[config.mk]
export PLATFORM = sky130hd
export DESIGN_NAME = de_scoreboard
export DESIGN_NICKNAME = d
export VERILOG_FILES = /design/src/rtl/de_scoreboard.sv
export SDC_FILE = /design/constraint.sdc
export NUM_CORES = 1
export LEC_CHECK = 0
export BUFFER_PORTS_ARGS = -buffer_cell sky130_fd_sc_hd__buf_4
export CAP_MARGIN = 20
export CORE_AREA = 2 2 186 188
export DETAILED_ROUTE_END_ITERATION = 8
export DIE_AREA = 0 0 188 190
export HOLD_SLACK_MARGIN = 0.03
export MAX_ROUTING_LAYER = met4
export PLACE_DENSITY = 0.65
export SYNTH_ARGS = -nofsm -noshare
export SYNTH_HDL_FRONTEND = slang
export SYNTH_SLANG_ARGS = --single-unit
[constraint.sdc]
create_clock -name clk -period 6.07 [get_ports clk]
set_input_delay 1.214 -clock clk [delete_from_list [all_inputs] [get_ports clk]]
set_output_delay 1.214 -clock clk [all_outputs]
set_load 0.01 [all_outputs]
[src/rtl/de_scoreboard.sv]
// Decode-stage register/CSR scoreboard: tracks pending writers per entry,
// raises a combinational hazard stall, and keeps stall/error statistics.
module de_scoreboard #(
  parameter int unsigned REGWORDS  = 32,
  parameter int unsigned REGNOBITS = 5,
  parameter int unsigned CSRREGNUM = 16,
  parameter int unsigned CSRNOBITS = 4,
  parameter int unsigned DBITS     = 32
) (
  input  logic                 clk,
  input  logic                 reset,
  input  logic                 issue_valid,
  input  logic [REGNOBITS-1:0] issue_rs1,
  input  logic [REGNOBITS-1:0] issue_rs2,
  input  logic                 issue_rs1_read,
  input  logic                 issue_rs2_read,
  input  logic                 issue_wr_reg,
  input  logic [REGNOBITS-1:0] issue_rd,
  input  logic                 issue_rd_csr,
  input  logic                 issue_wr_csr,
  input  logic [CSRNOBITS-1:0] issue_csrno,
  input  logic                 kill_valid,
  input  logic                 kill_wr_reg,
  input  logic [REGNOBITS-1:0] kill_rd,
  input  logic                 kill_wr_csr,
  input  logic [CSRNOBITS-1:0] kill_csrno,
  input  logic                 wb_wr_reg,
  input  logic [REGNOBITS-1:0] wb_wregno,
  input  logic                 wb_wr_csr,
  input  logic [CSRNOBITS-1:0] wb_wcsrno,
  output logic                 stall_DE,
  output logic                 issue_accept,
  output logic [DBITS-1:0]     stall_cycles,
  output logic                 sb_error
);

  logic [1:0]       reg_cnt_q [REGWORDS];
  logic [1:0]       reg_cnt_d [REGWORDS];
  logic [1:0]       reg_eff   [REGWORDS];
  logic [1:0]       csr_cnt_q [CSRREGNUM];
  logic [1:0]       csr_cnt_d [CSRREGNUM];
  logic [1:0]       csr_eff   [CSRREGNUM];
  logic [DBITS-1:0] stall_cycles_q;
  logic             sb_error_q;
  logic             err_set;
  logic [2:0]       res;

  // Returns {underflow, next count}: +inc, -wb, -kill, clamped to 0..3.
  function automatic logic [2:0] net_cnt(input logic [1:0] cnt, input logic inc,
                                         input logic dw, input logic dk);
    logic [2:0] up, dec, rem;
    up  = {1'b0, cnt} + {2'b00, inc};
    dec = {2'b00, dw} + {2'b00, dk};
    if (up < dec) return 3'b100;
    rem = up - dec;
    return {1'b0, (rem > 3'd3) ? 2'd3 : rem[1:0]};
  endfunction

  // A same-cycle WB is visible to DE because the register file writes on negedge.
  always_comb begin
    for (int unsigned i = 0; i < REGWORDS; i++) begin
      reg_eff[i] = reg_cnt_q[i];
      if (wb_wr_reg && wb_wregno == REGNOBITS'(i) && reg_cnt_q[i] != 2'd0)
        reg_eff[i] = reg_cnt_q[i] - 2'd1;
    end
    for (int unsigned i = 0; i < CSRREGNUM; i++) begin
      csr_eff[i] = csr_cnt_q[i];
      if (wb_wr_csr && wb_wcsrno == CSRNOBITS'(i) && csr_cnt_q[i] != 2'd0)
        csr_eff[i] = csr_cnt_q[i] - 2'd1;
    end
  end

  always_comb begin
    stall_DE = 1'b0;
    if (!reset && issue_valid) begin
      if (issue_rs1_read && reg_eff[issue_rs1] != 2'd0) stall_DE = 1'b1;
      if (issue_rs2_read && reg_eff[issue_rs2] != 2'd0) stall_DE = 1'b1;
      if (issue_wr_reg && issue_rd != '0 && reg_eff[issue_rd] == 2'd3) stall_DE = 1'b1;
      if ((issue_rd_csr || issue_wr_csr) && csr_eff[issue_csrno] != 2'd0) stall_DE = 1'b1;
    end
  end

  assign issue_accept = !reset && issue_valid && !stall_DE;

  always_comb begin
    err_set      = 1'b0;
    res          = '0;
    reg_cnt_d[0] = '0;
    for (int unsigned i = 1; i < REGWORDS; i++) begin
      res = net_cnt(reg_cnt_q[i],
                    issue_accept && issue_wr_reg && issue_rd == REGNOBITS'(i),
                    wb_wr_reg && wb_wregno == REGNOBITS'(i),
                    kill_valid && kill_wr_reg && kill_rd == REGNOBITS'(i));
      reg_cnt_d[i] = res[1:0];
      err_set      = err_set | res[2];
    end
    for (int unsigned i = 0; i < CSRREGNUM; i++) begin
      res = net_cnt(csr_cnt_q[i],
                    issue_accept && issue_wr_csr && issue_csrno == CSRNOBITS'(i),
                    wb_wr_csr && wb_wcsrno == CSRNOBITS'(i),
                    kill_valid && kill_wr_csr && kill_csrno == CSRNOBITS'(i));
      csr_cnt_d[i] = res[1:0];
      err_set      = err_set | res[2];
    end
  end

  always_ff @(posedge clk or posedge reset) begin
    if (reset) begin
      for (int unsigned i = 0; i < REGWORDS; i++) reg_cnt_q[i] <= '0;
      for (int unsigned i = 0; i < CSRREGNUM; i++) csr_cnt_q[i] <= '0;
      stall_cycles_q <= '0;
      sb_error_q     <= 1'b0;
    end else begin
      reg_cnt_q  <= reg_cnt_d;
      csr_cnt_q  <= csr_cnt_d;
      sb_error_q <= sb_error_q | err_set;
      if (stall_DE && stall_cycles_q != '1)
        stall_cycles_q <= stall_cycles_q + 1'b1;
    end
  end

  assign stall_cycles = stall_cycles_q;
  assign sb_error     = sb_error_q;

endmodule

==> impl_metrics.json <==
{
  "max-slew-margin-rel": 0.3737,
  "dp_hpwl_um": 48520,
  "arrival_ps": 6350,
  "power.density_nw_per_um2": 284.3,
  "synth_ff_type": "dfrtp_1",
  "grt_antenna_before_repair": 0,
  "finalClockSkew_ps": 12.97,
  "yosysUniqueCellTypes": 79,
  "clock_latency_ps": 460,
  "async_flop_share": 1.000,
  "switchingPower_mw": 2.750,
  "drv_slew": 0,
  "hold_violations": 0,
  "grt_usage": 0.3449,
  "max_stage_delay_ps": 560,
  "dpl_worst_slack_ps": -607.3,
  "place_area_um2": 20390,
  "ios": 85,
  "holdCritStartpoint": "stall_cycles[16]",
  "synth_cells": 1929,
  "ys_warn_count": 0,
  "rrSetupSlack_ps": 580,
  "final_cell_mix": "434 x buf_4, 266 x inv_1, 234 x ha_1",
  "die_w_um": 188,
  "power_mw": 6.175,
  "cp_slowest_cell": "or4b_4",
  "insertedDiodeCount": 0,
  "grt_pass1_wl_um": 92490,
  "cp_max_fo": 9,
  "critical_path.cell_chain": "buf_6, or4b_4, buf_8, or3_4, xnor2_1, o22ai_1, a2bb2oi_2, a2111oi_4, nor4_4, nand4_4, nand2b_4, buf_6, nor3_1, ha_1, inv_1, fa_1, o31ai_2, nand3_1, or4_4, nor4_4, nand2_1",
  "portBuffers": 84,
  "p_leak_nw": 10.08,
  "power_frac_seq": 0.234,
  "layout.nets": 2720,
  "worst-r2r-cell-count": 20,
  "core_um2": 33950,
  "stdcell_area_um2": 21720,
  "comb_power_share": 0.585,
  "rr_endpoint": "sb_error",
  "clkPwrFrac": 0.181,
  "synth.cell_area_um2": 16690,
  "clock_path_buffers": 2,
  "maxCapViolCount": 0,
  "synth_edf_count": 0,
  "drive_gt1_frac": 0.2537,
  "min_path_cells": 1,
  "criticalPathCategory": "in2reg",
  "startpoint_type": "primary input",
  "ir_drop_v": 0.0002296,
  "cts_sinks": 127,
  "finalWirelength_um": 59960,
  "critPathTopFamily": "simple AND/OR/NAND/NOR gates",
  "drtIter0Drc": 1247,
  "yosysSeqAreaShare": 0.1904,
  "vias_per_cell": 5.953,
  "period_share": 0.9896,
  "finalCriticalPeriod_ps": 6007,
  "worstPathRequired_ps": 6410,
  "cts_htree_levels": 4,
  "reg2reg_from": "reg_cnt_q[5]",
  "setup_ws_ps": 63.11,
  "p_int_mw": 3.424,
  "vias": 16716,
  "min_path_type": "reg2reg",
  "setup_violations": 0,
  "final_common_cell": "buf_4",
  "status": "completed",
  "fin_setup_tns_ps": 0,
  "drt_pre_antenna_iters": 9,
  "root_buffer": "clkbuf_16",
  "gr-total-overflow": 0,
  "clk_pin_slew_worst_paths_ps": 70,
  "path_buf_inv": 4,
  "die-height_um": 190,
  "area_growth_pct": 30.11,
  "grt_pass1_vias": 17047,
  "fp-row-count": 68,
  "cts_made_buffers": 17,
  "hold_slack_ps": 508.4,
  "fmax_mhz": 166.5,
  "avgSynthCellArea_um2": 8.653,
  "postRouteAntennaNets": 0,
  "synth_nets": 2309,
  "wl_per_cell_um": 21.35,
  "initial_core_util": 0.4917,
  "min_to": "stall_cycles[16]",
  "drc": 0,
  "fp.dieArea_um2": 35720,
  "ys_ff_latch": 127,
  "rsz0062_at_grt": "yes",
  "cp-end-kind": "flip-flop",
  "place_congestion": 1.058,
  "grt_max_degree": 89,
  "switching_share": 0.4454,
  "tightest_slew_ps": 937.5,
  "cts_tree": "done"
}
-- synthesized netlist by cell type (all sizes together), types with 7 or more instances --
cell / n / area, um^2
nor2: 168 / 630.6
nand2b: 20 / 125.1
nand3b: 9 / 67.56
and2: 11 / 68.82
a211oi: 12 / 90.09
o31ai: 41 / 307.8
buf: 20 / 121.4
a21oi: 46 / 230.2
o311ai: 14 / 122.6
o31a: 13 / 113.9
o211ai: 9 / 67.56
ha: 236 / 2953
nor2b: 13 / 81.33
nand2: 92 / 345.3
xor2: 10 / 87.58
clkbuf: 44 / 165.2
nor3: 94 / 480.5
a31oi: 13 / 81.33
nor3b: 13 / 112.6
o21ai: 31 / 155.2
or3: 27 / 173.9
a2111oi: 8 / 70.07
o22ai: 8 / 50.05
a21o: 64 / 480.5
dfrtp: 127 / 3178
nand4: 21 / 137.6
o21a: 34 / 255.2
o311a: 13 / 130.1
mux2i: 24 / 240.2
xnor2: 68 / 595.6
nor4: 31 / 193.9
and3: 22 / 137.6
fa: 94 / 1882
mux2: 9 / 101.4
or4: 7 / 52.55
a221oi: 71 / 621.9
nand3: 44 / 220.2
inv: 268 / 1006
-- area by class of cell --
type | count | area, um^2
sequential | 127 | 3178
clock buffer | 18 | 429.2
clock inverter | 14 | 171.4
multi-input combinational | 1469 | 12740
inverter | 269 | 1015
timing repair buffer | 456 | 3618
tap | 455 | 569.3
fill | 2936 | 12230
-- how the worst max path moves through the flow --
| stage | slack [ps] | endpoint | cells after the start | startpoint |
|---|---|---|---|---|
| after CTS | 10 | sb_error | 23 | wb_wregno[1] |
| after global placement | -730 | sb_error | 23 | wb_wregno[3] |
| after detailed placement | -610 | sb_error | 23 | wb_wr_reg |
| after floorplan | 10 | sb_error | 22 | wb_wregno[3] |
| final | 60 | sb_error | 21 | wb_wregno[3] |
| after global routing | -50 | sb_error | 21 | wb_wregno[3] |
-- sequential cells by signal, indices dropped and copies added (netlist names) --
| signal | flops |
|---|---|
| reg_cnt_q | 62 |
| csr_cnt_q | 32 |
| stall_cycles | 32 |
| sb_error | 1 |
-- stage by stage --
stage               utilization  cells
global route             0.6397   2808
global placement         0.6008   2764
floorplan                     -   1929
finish                   0.6397   2808
detailed placement       0.6008   2764
CTS                      0.6200   2797
-- kinds of logic after synthesis --
family	synth area share
and+or+nand+nor	0.1855
buffers and inverters	0.07766
adders and majority gates	0.2897
muxes	0.02586
xor gates and xnor gates	0.04093
DFF	0.1904
AOI/OAI and AO/OA	0.1900
-- power groups by stage --
stage | logic [mW] | clock network [mW] | registers, mW
final | 3.61 | 1.12 | 1.44
after global placement | 3.27 | 0 | 1.44
after CTS | 3.42 | 1.13 | 1.43
after global routing | 4.00 | 1.17 | 1.48
after detailed placement | 3.38 | 0 | 1.44
after floorplan | 2.19 | 0 | 1.34
-- metal layers --
layer  GRT usage  wire, um  vias to the layer above
met5           -         0                        -
met4      0.1596      2860                        0
met3     0.05368      3655                      156
met2      0.5670     28620                      597
met1      0.4181     24820                     8139
li1            -         -                     7824
-- worst reg2reg max path, stage by stage, from the launching register on --
cell,delay (ps)
dfrtp_1,430
inv_1,160
ha_1,220
or3_1,430
mux2_2,270
nand3_1,80
a311oi_1,430
a211oi_2,110
nor4_4,330
nand4_4,120
nand2b_4,250
buf_6,240
nor3_1,260
ha_1,220
inv_1,60
fa_1,510
o31ai_2,300
nand3_1,110
or4_4,540
nor4_4,240
nand2_1,80
-- timing repair --
item / in CTS / in global routing
hold buffers: 0 / 0
hold endpoints to repair: 0 / 0
setup endpoints to repair: 1 / 7
gates resized for setup: 8 / 104
cloned: 0 / 2
pin swaps: 1 / 29
setup buffers: 1 / 10
No activity file was read; power rests on OpenSTA's default activity.
